## src/rtl/alu_pkg.sv

```systemverilog
// Shared encodings for the bit-serial ALU: ctrl codes, slice op codes, FSM states
// and the ctrl decoder used when a request is accepted.
`timescale 1ns/1ps
package alu_pkg;

  localparam logic [3:0] ALU_AND = 4'b0000;
  localparam logic [3:0] ALU_OR  = 4'b0001;
  localparam logic [3:0] ALU_ADD = 4'b0010;
  localparam logic [3:0] ALU_SUB = 4'b0110;
  localparam logic [3:0] ALU_SLT = 4'b0111;
  localparam logic [3:0] ALU_NOR = 4'b1100;

  localparam logic [1:0] OP_AND  = 2'b00;
  localparam logic [1:0] OP_OR   = 2'b01;
  localparam logic [1:0] OP_ADD  = 2'b10;
  localparam logic [1:0] OP_LESS = 2'b11;

  typedef enum logic [1:0] {IDLE, RUN, FIX, DONE} state_t;

  typedef struct packed {
    logic       a_inv;
    logic       b_inv;
    logic [1:0] op;
    logic       arith;  // ADD/SUB: carry-out and overflow are reported
    logic       slt;
    logic       valid;
  } dec_t;

  function automatic dec_t decode(input logic [3:0] ctrl);
    dec_t d;
    d = '{a_inv: 1'b0, b_inv: 1'b0, op: OP_AND, arith: 1'b0, slt: 1'b0, valid: 1'b1};
    case (ctrl)
      ALU_AND: d.op = OP_AND;
      ALU_OR:  d.op = OP_OR;
      ALU_ADD: begin d.op = OP_ADD; d.arith = 1'b1; end
      ALU_SUB: begin d.op = OP_ADD; d.b_inv = 1'b1; d.arith = 1'b1; end
      ALU_SLT: begin d.op = OP_ADD; d.b_inv = 1'b1; d.slt = 1'b1; end
      ALU_NOR: begin d.op = OP_AND; d.a_inv = 1'b1; d.b_inv = 1'b1; end
      default: d.valid = 1'b0;
    endcase
    return d;
  endfunction

endpackage

```

## src/rtl/alu_bit_slice.sv

```systemverilog
// Combinational 1-bit ALU slice: optional operand inversion, full adder,
// AND/OR/SUM/LESS select; set exposes the raw sum bit.
`timescale 1ns/1ps
module alu_bit_slice
  import alu_pkg::*;
(
  input  logic       a,
  input  logic       b,
  input  logic       a_inv,
  input  logic       b_inv,
  input  logic       cin,
  input  logic [1:0] op,
  input  logic       less,
  output logic       result,
  output logic       cout,
  output logic       set
);

  logic aa, bb, sum;

  assign aa   = a ^ a_inv;
  assign bb   = b ^ b_inv;
  assign sum  = aa ^ bb ^ cin;
  assign cout = (aa & bb) | (aa & cin) | (bb & cin);
  assign set  = sum;

  always_comb begin
    result = 1'b0;
    case (op)
      OP_AND:  result = aa & bb;
      OP_OR:   result = aa | bb;
      OP_ADD:  result = sum;
      OP_LESS: result = less;
      default: result = 1'b0;
    endcase
  end

endmodule

```

## src/rtl/alu_serial_ctrl.sv

```systemverilog
// Bit-serial ALU sequencer: one slice, LSB first, one bit per clock, SLT fix-up.
// Optional macro SLT_OVF_FIX_EN: SLT compares correctly under signed overflow.
`timescale 1ns/1ps
module alu_serial_ctrl
  import alu_pkg::*;
#(
  parameter int WIDTH = 32
) (
  input  logic             clk_i,
  input  logic             rst_i,
  input  logic             start_i,
  input  logic [WIDTH-1:0] src1_i,
  input  logic [WIDTH-1:0] src2_i,
  input  logic [3:0]       ctrl_i,
  output logic             busy_o,
  output logic             done_o,
  output logic [WIDTH-1:0] result_o,
  output logic             zero_o,
  output logic             cout_o,
  output logic             overflow_o
);

  localparam int             CNT_W    = $clog2(WIDTH);
  localparam logic [CNT_W-1:0] CNT_LAST = CNT_W'(WIDTH - 1);

  state_t           state, state_nx;
  logic [CNT_W-1:0] cnt;
  logic             carry;
  logic [WIDTH-1:0] a_sh, b_sh;
  dec_t             dec, dec_in;
  logic             less_q, less_nx;
  logic             last, msb_ovf;
  logic             slice_res, slice_cout, slice_set;

  assign dec_in  = decode(ctrl_i);
  assign last    = (state == RUN) && (cnt == CNT_LAST);
  assign msb_ovf = carry ^ slice_cout;

`ifdef SLT_OVF_FIX_EN
  assign less_nx = slice_set ^ msb_ovf;
`else
  assign less_nx = slice_set;
`endif

  alu_bit_slice u_slice (
    .a      (a_sh[0]),
    .b      (b_sh[0]),
    .a_inv  (dec.a_inv),
    .b_inv  (dec.b_inv),
    .cin    (carry),
    .op     (dec.op),
    .less   (1'b0),
    .result (slice_res),
    .cout   (slice_cout),
    .set    (slice_set)
  );

  always_ff @(posedge clk_i or negedge rst_i) begin
    if (!rst_i) state <= IDLE;
    else        state <= state_nx;
  end

  always_comb begin
    state_nx = state;
    case (state)
      IDLE:    if (start_i) state_nx = RUN;
      RUN:     if (last) state_nx = dec.slt ? FIX : DONE;
      FIX:     state_nx = DONE;
      DONE:    state_nx = IDLE;
      default: state_nx = IDLE;
    endcase
  end

  always_comb begin
    busy_o = (state == RUN) || (state == FIX);
    done_o = (state == DONE);
  end

  // Counter, carry chain and architecturally visible result/flags
  always_ff @(posedge clk_i or negedge rst_i) begin
    if (!rst_i) begin
      cnt        <= '0;
      carry      <= 1'b0;
      result_o   <= '0;
      cout_o     <= 1'b0;
      overflow_o <= 1'b0;
    end else begin
      case (state)
        IDLE: if (start_i) begin
          cnt        <= '0;
          carry      <= dec_in.b_inv && (dec_in.op == OP_ADD);
          result_o   <= '0;
          cout_o     <= 1'b0;
          overflow_o <= 1'b0;
        end
        RUN: begin
          result_o[cnt] <= dec.valid & slice_res;
          carry         <= slice_cout;
          cnt           <= cnt + 1'b1;
          if (last) begin
            cout_o     <= dec.arith & slice_cout;
            overflow_o <= dec.arith & msb_ovf;
          end
        end
        FIX:     result_o <= {{(WIDTH-1){1'b0}}, less_q};
        default: ;
      endcase
    end
  end

  // Operand shift registers and captured decode carry no reset
  always_ff @(posedge clk_i) begin
    if (state == IDLE && start_i) begin
      a_sh <= src1_i;
      b_sh <= src2_i;
      dec  <= dec_in;
    end else if (state == RUN) begin
      a_sh <= a_sh >> 1;
      b_sh <= b_sh >> 1;
      if (last) less_q <= less_nx;
    end
  end

  assign zero_o = (result_o == '0);

endmodule

```

## config.mk

```make
export PLATFORM = sky130hd
export DESIGN_NAME = alu_serial_ctrl
export DESIGN_NICKNAME = d
export VERILOG_FILES = /design/src/rtl/alu_pkg.sv /design/src/rtl/alu_bit_slice.sv /design/src/rtl/alu_serial_ctrl.sv
export SDC_FILE = /design/constraint.sdc
export NUM_CORES = 1
export LEC_CHECK = 0
export CORE_ASPECT_RATIO = 1.2
export CORE_MARGIN = 2
export CORE_UTILIZATION = 53
export CTS_BUF_LIST = sky130_fd_sc_hd__clkbuf_4 sky130_fd_sc_hd__clkbuf_8
export CTS_CLUSTER_SIZE = 30
export DETAILED_ROUTE_END_ITERATION = 8
export GPL_ROUTABILITY_DRIVEN = 0
export GPL_TIMING_DRIVEN = 0
export PLACE_DENSITY = 0.81
export SETUP_SLACK_MARGIN = 0.15
export SYNTH_ARGS = -nofsm -noshare
export SYNTH_HDL_FRONTEND = slang
export SYNTH_SLANG_ARGS = --single-unit
```

## constraint.sdc

```tcl
create_clock -name clk_i -period 3.25 [get_ports clk_i]
set_input_delay 0.4875 -clock clk_i [delete_from_list [all_inputs] [get_ports clk_i]]
set_output_delay 0.4875 -clock clk_i [all_outputs]
set_load 0.01 [all_outputs]
```

## After elaboration in Yosys (flattened, before gate mapping)

Index checks and enable logic that the tools add are counted.

| cells by class | value |
|---|---|
| $lt $le $gt $ge | 2 |
| bitwise gates (word level) | 15 |
| multiplexer cells | 29 |
| reduce and logical (&&, ||, !) cells | 21 |
| $add $sub $neg | 1 |
| equal/unequal tests | 15 |

Operators by type and width:

| kind | count |
|---|---|
| two-way mux 32 bit | 5 |
| case mux 32 bit (3 select lines) | 1 |
| bitwise mux 32 bit | 1 |
| logical NOT 32 bit | 1 |
| two-way mux 1 bit | 11 |
| equality test 2 bit, second input constant | 5 |
| case mux 5 bit (2 select lines) | 1 |
| equality test 4 x 3 -> 1 bit, second input constant | 2 |
| case mux 2 bit (4 select lines) | 1 |
| AND 1 bit | 6 |
| less-than comparator 5 x 6 -> 1 bit, second input constant | 1 |
| case mux 1 bit (2 select lines) | 3 |
| AND reduction 2 bit | 3 |
| AND reduction 3 bit | 2 |
| OR reduction 3 bit | 2 |
| OR reduction 6 bit | 1 |
| adder 5 x 1 -> 5 bit, second input constant | 1 |
| demux 1 bit (select 5 bit) | 1 |
| equality test 5 bit, second input constant | 1 |
| >= comparator 5 x 1 -> 1 bit, second input constant | 1 |
| two-way mux 5 bit | 1 |
| bitwise XOR 1 bit | 5 |
| equality test 2 x 1 -> 1 bit, second input constant | 2 |
| equality test 4 x 1 -> 1 bit, second input constant | 1 |
| other kinds (15) | 24 |

| word-level totals | value |
|---|---|
| flip-flop bits (word level) | 114 |
| output and inout bits | 37 |

## Longest topological paths before layout

| depth | value |
|---|---|
| word-level depth | 8 |
| depth in mapped cells | 9 |
| mapped depth without buffers | 7 |

## Hierarchy

From an unflattened synthesis, not the netlist that was laid out.

| unflattened totals | value |
|---|---|
| cell total of the unflattened synthesis | 456 |
| area, all modules | 5,644.2 µm² |

Modules (own cells, without submodules):

| module | times used | cells an instance | area an instance (µm²) | sequential area each (µm²) |
|---|---|---|---|---|
| alu_serial_ctrl | 1 | 444 | 5,536.6 | 3,213.1 |
| alu_bit_slice | 1 | 12 | 107.6 | 0.0 |

## Worst setup path after synthesis

Ideal clock, no wire load.

| timing | value |
|---|---|
| path kind | reg2reg |
| start | register state[1] |
| end | register a_sh[0] (enable) |
| required time | 2,827 ps |
| setup slack | 518 ps |
| cell stages (with the launch flop) | 6 |
| buffers on the path | 1 |
| arrival | 2,308 ps |
| setup time | 423 ps |
| period minus slack after synthesis | 2,732 ps |
| cells stage by stage | dfrtp_1 > inv_1 > ha_1 > buf_2 > inv_1 > nand2_1 |

| on the way | value |
|---|---|
| cells in the longest elaborated chain, start to end | 3 |
| elaborated cells on any way between the ends | 4 |
| classes of those cells | eq/ne (1); reduce/logical (3) |

Ends and longest elaborated chain:

| element | RTL line | text |
|---|---|---|
| start: declaration | alu_serial_ctrl.sv:26 | `state_t state, state_nx;` |
| start signal: assignment | alu_serial_ctrl.sv:60 | `else state <= state_nx;` |
| logical NOT 2 bit | alu_serial_ctrl.sv:113 | `if (state == IDLE && start_i) begin` |
| logical AND 1 bit | alu_serial_ctrl.sv:113 |  |
| nonzero test 2 bit (no line) (*) | -- |  |
| end signal: assignment | alu_serial_ctrl.sv:114 | `a_sh <= src1_i;` |
| end signal: assignment | alu_serial_ctrl.sv:118 | `a_sh <= a_sh >> 1;` |
| end: declaration | alu_serial_ctrl.sv:29 | `logic [WIDTH-1:0] a_sh, b_sh;` |

Every way passes the cells marked *; elsewhere a longest branch is shown, timed or not.
A chain may end at the register's enable or synchronous reset.

## Worst setup path in the final report

| timing | value |
|---|---|
| start | register result_o[7] |
| end | output zero_o |

| on the way | value |
|---|---|
| cells in the longest elaborated chain, start to end | 1 |

Ends and longest elaborated chain:

| element | RTL line | text |
|---|---|---|
| start: declaration | alu_serial_ctrl.sv:17 | `output logic [WIDTH-1:0] result_o,` |
| start signal: indexed assignment | alu_serial_ctrl.sv:97 | `result_o[cnt] <= dec.valid & slice_res;` |
| start signal: assignment | alu_serial_ctrl.sv:105 | `FIX: result_o <= {{(WIDTH-1){1'b0}}, less_q};` |
| logical NOT 32 bit | alu_serial_ctrl.sv:124 | `assign zero_o = (result_o == '0);` |
| end: declaration | alu_serial_ctrl.sv:18 | `output logic zero_o,` |

Every way passes these cells.

==> impl_metrics.sql <==
INSERT INTO impl_metrics (metric_group, metric, value, unit) VALUES
('grt', 'grt_util_all_layers', '0.241', ''),
('floorplanning', 'die_w', '97.3', 'microns'),
('clock_tree', 'cts-buffers-inserted', '17', ''),
('layout', 'design.final.nets', '639', ''),
('critical_path', 'critical_path_arrival', '2070', 'ps'),
('synth', 'synth.yosys.warnings', '0', ''),
('clock_tree', 'cts.root.buffer_cell', 'sky130_fd_sc_hd__clkbuf_8', ''),
('synth', 'area_of_the_mapped_netlist', '0.00554', 'sq mm'),
('pwr', 'fin_total_pwr', '0.00647', 'W'),
('job', 'max_cap_viol_count', '0', ''),
('clock_tree', 'post_cts_resize_count', '0', ''),
('synth', 'syn_area_per_cell', '12.9', 'sq um'),
('clock_tree', 'clock_path_buffers', '2', ''),
('drt', 'post_drt_via_cell_ratio', '5.92', ''),
('critical_path', 'path_class', 'reg -> out', ''),
('layout', 'post-route-util', '0.716', ''),
('synth', 'edff_count_synth', '72', ''),
('timing', 'timing.final.hold_violations', '0', ''),
('synth', 'fraction_of_the_mapped_netlist_area_in_adder_cells', '0.0307', ''),
('floorplanning', 'die_h', '116', 'microns'),
('floorplanning', 'top_level_ports', '108', ''),
('timing', 'maxClockFrequency', '390', 'MHz'),
('critical_path', 'endpoint_type_of_the_worst_setup_path', 'output port', ''),
('layout', 'drive_above_1_share', '0.220', ''),
('clock_tree', 'clkSinkCount', '114', ''),
('clock_tree', 'cts_hold_buffers', '0', ''),
('min_path', 'hold_class', 'in -> async', ''),
('placed_design', 'dp_hpwl', '9100', 'microns'),
('critical_path', 'critical_path_peak_fanout', '3', ''),
('layout', 'antenna_diode_count', '0', ''),
('timing', 'final.setup.tns', '0', 'ps'),
('pwr', 'worst_ir_drop_on_vdd', '0.531', 'mV'),
('synth', 'synthesis.instances', '429', ''),
('pwr', 'powerDensity', '894', 'mW/mm^2'),
('synth', 'async_set_reset_flop_share_out_of_synthesis', '0.368', ''),
('drt', 'finalWirelength', '12700', 'microns'),
('synth', 'synth_top_family_by_area', 'multiplexers', ''),
('drt', 'remaining_drc_errors', '0', ''),
('timing', 'rsz0062_at_grt', 'false', ''),
('timing', 'tightest_slew', '842', 'ps'),
('drt', 'detail-route-antenna-nets', '0', ''),
('timing', 'report.final.setup_viol', '0', ''),
('grt', 'globalRoute.totalOverflow', '0', ''),
('synth', 'total_of_flip_flops_plus_latches_after_synthesis', '114', ''),
('synth', 'post_synth_mux_area_share', '0.133', ''),
('floorplanning', 'num_rows', '40', ''),
('drt', 'routed_vias', '4107', ''),
('clock_tree', 'cts_post_setup_buffers_inserted', '0', ''),
('drt', 'drt_first_iter_violations', '227', ''),
('timing', 'final.period_utilization', '0.788', ''),
('layout', 'area_growth_syn_to_layout', '30.5', '%'),
('synth', 'synth-compound-area-share', '0.0937', ''),
('grt', 'number_of_antenna_violations_at_the_first_check_in_global_routing', '0', ''),
('drt', 'route.detailed.wl_per_inst', '18.4', 'microns'),
('synth', 'postSynth.topFlopCell', 'sky130_fd_sc_hd__edfxtp_1', ''),
('timing', 'max-slew-margin-rel', '0.439', ''),
('pwr', 'p_leak', '2.72', 'nW'),
('synth', 'post_synth_num_cell_types', '53', ''),
('synth', 'synthXorXnorAreaFrac', '0.00790', ''),
('clock_tree', 'cts_tree', 'done', ''),
('timing', 'slew_violations', '0', ''),
('synth', 'synth-simple-area-share', '0.119', ''),
('floorplanning', 'die_area', '0.0113', 'sq mm'),
('critical_path', 'worst_ep_required_time', '2760', 'ps'),
('timing', 'worst_clock_skew', '8.97', 'ps'),
('critical_path', 'critical_path.startpoint_type', 'flip-flop', ''),
('drt', 'detail_route.first_pass.iterations', '5', ''),
('floorplanning', 'core_area', '0.0101', 'sq mm'),
('grt', 'wire_length_of_the_first_global_routing_pass', '21100', 'microns'),
('synth', 'mappedNetlistNets', '513', ''),
('placed_design', 'place.port_buffers', '106', ''),
('clock_tree', 'worstSkewPairLatency', '430', 'ps'),
('grt', 'grt_max_degree', '65', ''),
('run_status', 'status', 'completed', ''),
('clock_tree', 'clk_pin_slew', '70', 'ps'),
('synth', 'seq_area_frac_synth', '0.580', ''),
('grt', 'first_global_vias', '4356', ''),
('floorplanning', 'initial_core_util', '0.548', ''),
('clock_tree', 'htreeDepth', '4', ''),
('timing', 'min_period', '2560', 'ps');
==> sequential cells by signal (all words and copies together) (netlist names) <==
signal / flops
a_sh: 32
b_sh: 32
carry: 1
cnt: 5
cout_o: 1
dec: 7
less_q: 1
overflow_o: 1
result_o: 32
state: 2
==> final cells by class <==
class                           count  area, sq um
Sequential cell                   114         3210
Fill cell                         707         2880
Multi-Input combinational cell    270         2140
Timing Repair Buffer              107         1080
Clock buffer                       22          290
Tap cell                          126          158
Clock inverter                     10          154
Buffer                             28          130
Inverter                           17         63.8
==> worst max-delay path, cell delays in order (launching register included) <==
cell and delay (ps):
sky130_fd_sc_hd__dfrtp_1 410, sky130_fd_sc_hd__nor4_1 450, sky130_fd_sc_hd__nand4_1 150, sky130_fd_sc_hd__nor2_1 100
sky130_fd_sc_hd__clkdlybuf4s50_1 530
==> cells in the mapped netlist (4+ instances only) <==
master | number | share of area
sky130_fd_sc_hd__inv_1 | 16 | 0.011
sky130_fd_sc_hd__mux2_2 | 63 | 0.13
sky130_fd_sc_hd__edfxtp_1 | 72 | 0.39
sky130_fd_sc_hd__o21ai_0 | 17 | 0.015
sky130_fd_sc_hd__a21oi_1 | 4 | 0.0036
sky130_fd_sc_hd__nand2_1 | 21 | 0.014
sky130_fd_sc_hd__clkbuf_1 | 10 | 0.0068
sky130_fd_sc_hd__nand4_1 | 16 | 0.018
sky130_fd_sc_hd__nor2b_1 | 4 | 0.0045
sky130_fd_sc_hd__o21ai_1 | 7 | 0.0063
sky130_fd_sc_hd__and3_1 | 6 | 0.0068
sky130_fd_sc_hd__o41ai_1 | 9 | 0.014
sky130_fd_sc_hd__ha_1 | 12 | 0.027
sky130_fd_sc_hd__dfrtp_1 | 42 | 0.19
sky130_fd_sc_hd__buf_2 | 13 | 0.012
sky130_fd_sc_hd__a32o_1 | 11 | 0.020
sky130_fd_sc_hd__nor4_1 | 11 | 0.012
sky130_fd_sc_hd__nand3_1 | 28 | 0.025
sky130_fd_sc_hd__nand2b_1 | 4 | 0.0045
sky130_fd_sc_hd__nor2_1 | 12 | 0.0081
sky130_fd_sc_hd__nor3_1 | 4 | 0.0036
==> layout by cell type (no fill, tap or decap), types with 3 or more instances in the layout <==
cell	Yosys	layout
sky130_fd_sc_hd__ha_1	12	12
sky130_fd_sc_hd__nand2_1	21	20
sky130_fd_sc_hd__nor4_1	11	11
sky130_fd_sc_hd__and3_1	6	6
sky130_fd_sc_hd__bufinv_16	0	4
sky130_fd_sc_hd__a21oi_1	4	4
sky130_fd_sc_hd__o2bb2ai_1	3	3
sky130_fd_sc_hd__nand2b_1	4	4
sky130_fd_sc_hd__clkbuf_8	0	20
sky130_fd_sc_hd__o21ai_1	7	7
sky130_fd_sc_hd__o21ai_0	17	17
sky130_fd_sc_hd__clkinv_2	0	4
sky130_fd_sc_hd__inv_1	16	16
sky130_fd_sc_hd__dfrtp_1	42	42
sky130_fd_sc_hd__o41ai_1	9	9
sky130_fd_sc_hd__nand3_1	28	28
sky130_fd_sc_hd__nor2b_1	4	4
sky130_fd_sc_hd__mux2_2	63	63
sky130_fd_sc_hd__mux2i_1	3	3
sky130_fd_sc_hd__buf_2	13	14
sky130_fd_sc_hd__xor2_1	3	3
sky130_fd_sc_hd__clkdlybuf4s50_1	0	105
sky130_fd_sc_hd__clkbuf_1	10	10
sky130_fd_sc_hd__a32o_1	11	11
sky130_fd_sc_hd__edfxtp_1	72	72
sky130_fd_sc_hd__nand4_1	16	16
sky130_fd_sc_hd__a311oi_1	3	3
sky130_fd_sc_hd__nor3_1	4	4
sky130_fd_sc_hd__nor2_1	12	12
==> cell families (layout without fill, tap and decap cells) <==
logic type	after synthesis	count (layout)
buffers and inverters	45	184
multiplexers	66	66
flip-flops	114	114
AO/OA/AOI/OAI	67	67
adder cells (fa/ha/maj)	13	13
AND/OR/NAND/NOR	119	119
XOR/XNOR	5	5
==> power by group <==
group	leakage [nW]	total, W	internal [W]	switching [W]
clock	0.230	0.00148	0.000909	0.000568
combinational	1.23	0.00244	0.000990	0.00145
sequential	1.27	0.00256	0.00235	0.000204
total	2.72	0.00647	0.00425	0.00222
==> stage by stage <==
stage	area (sq um)	std cells	hold WS [ps]	setup WS, ps
final	7230	694	19.1	689
after global routing	7230	694	25.9	567
after CTS	7230	694	10.7	706
after detailed placement	6790	662	485	748
after global placement	6760	661	494	-157
after floorplan	5540	429	192	518
==> routing by layer <==
layer	global-route usage	up-vias	share of wire
met5	0	-	0
met4	0.122	0	0.029
met3	0.0700	33	0.069
met2	0.426	192	0.52
met1	0.269	1976	0.38
li1	-	1906	-
==> worst paths after layout <==
path                                          from                  endpoint  slack (ps)  cells past startpoint
min in group clk_i          overflow_o$_DFFE_PN0P_    overflow_o$_DFFE_PN0P_         510                      1
hold reg to reg             overflow_o$_DFFE_PN0P_    overflow_o$_DFFE_PN0P_         510                      1
setup reg to reg                  dec[5]$_DFFE_PP_  result_o[25]$_DFFE_PN0P_         710                      6
max in group asynchronous                    rst_i  result_o[26]$_DFFE_PN0P_        2750                      2
setup / recovery           result_o[7]$_DFFE_PN0P_                    zero_o         690                      4
hold / removal                               rst_i   result_o[6]$_DFFE_PN0P_          20                      1
(Power assumes the default switching activity.)
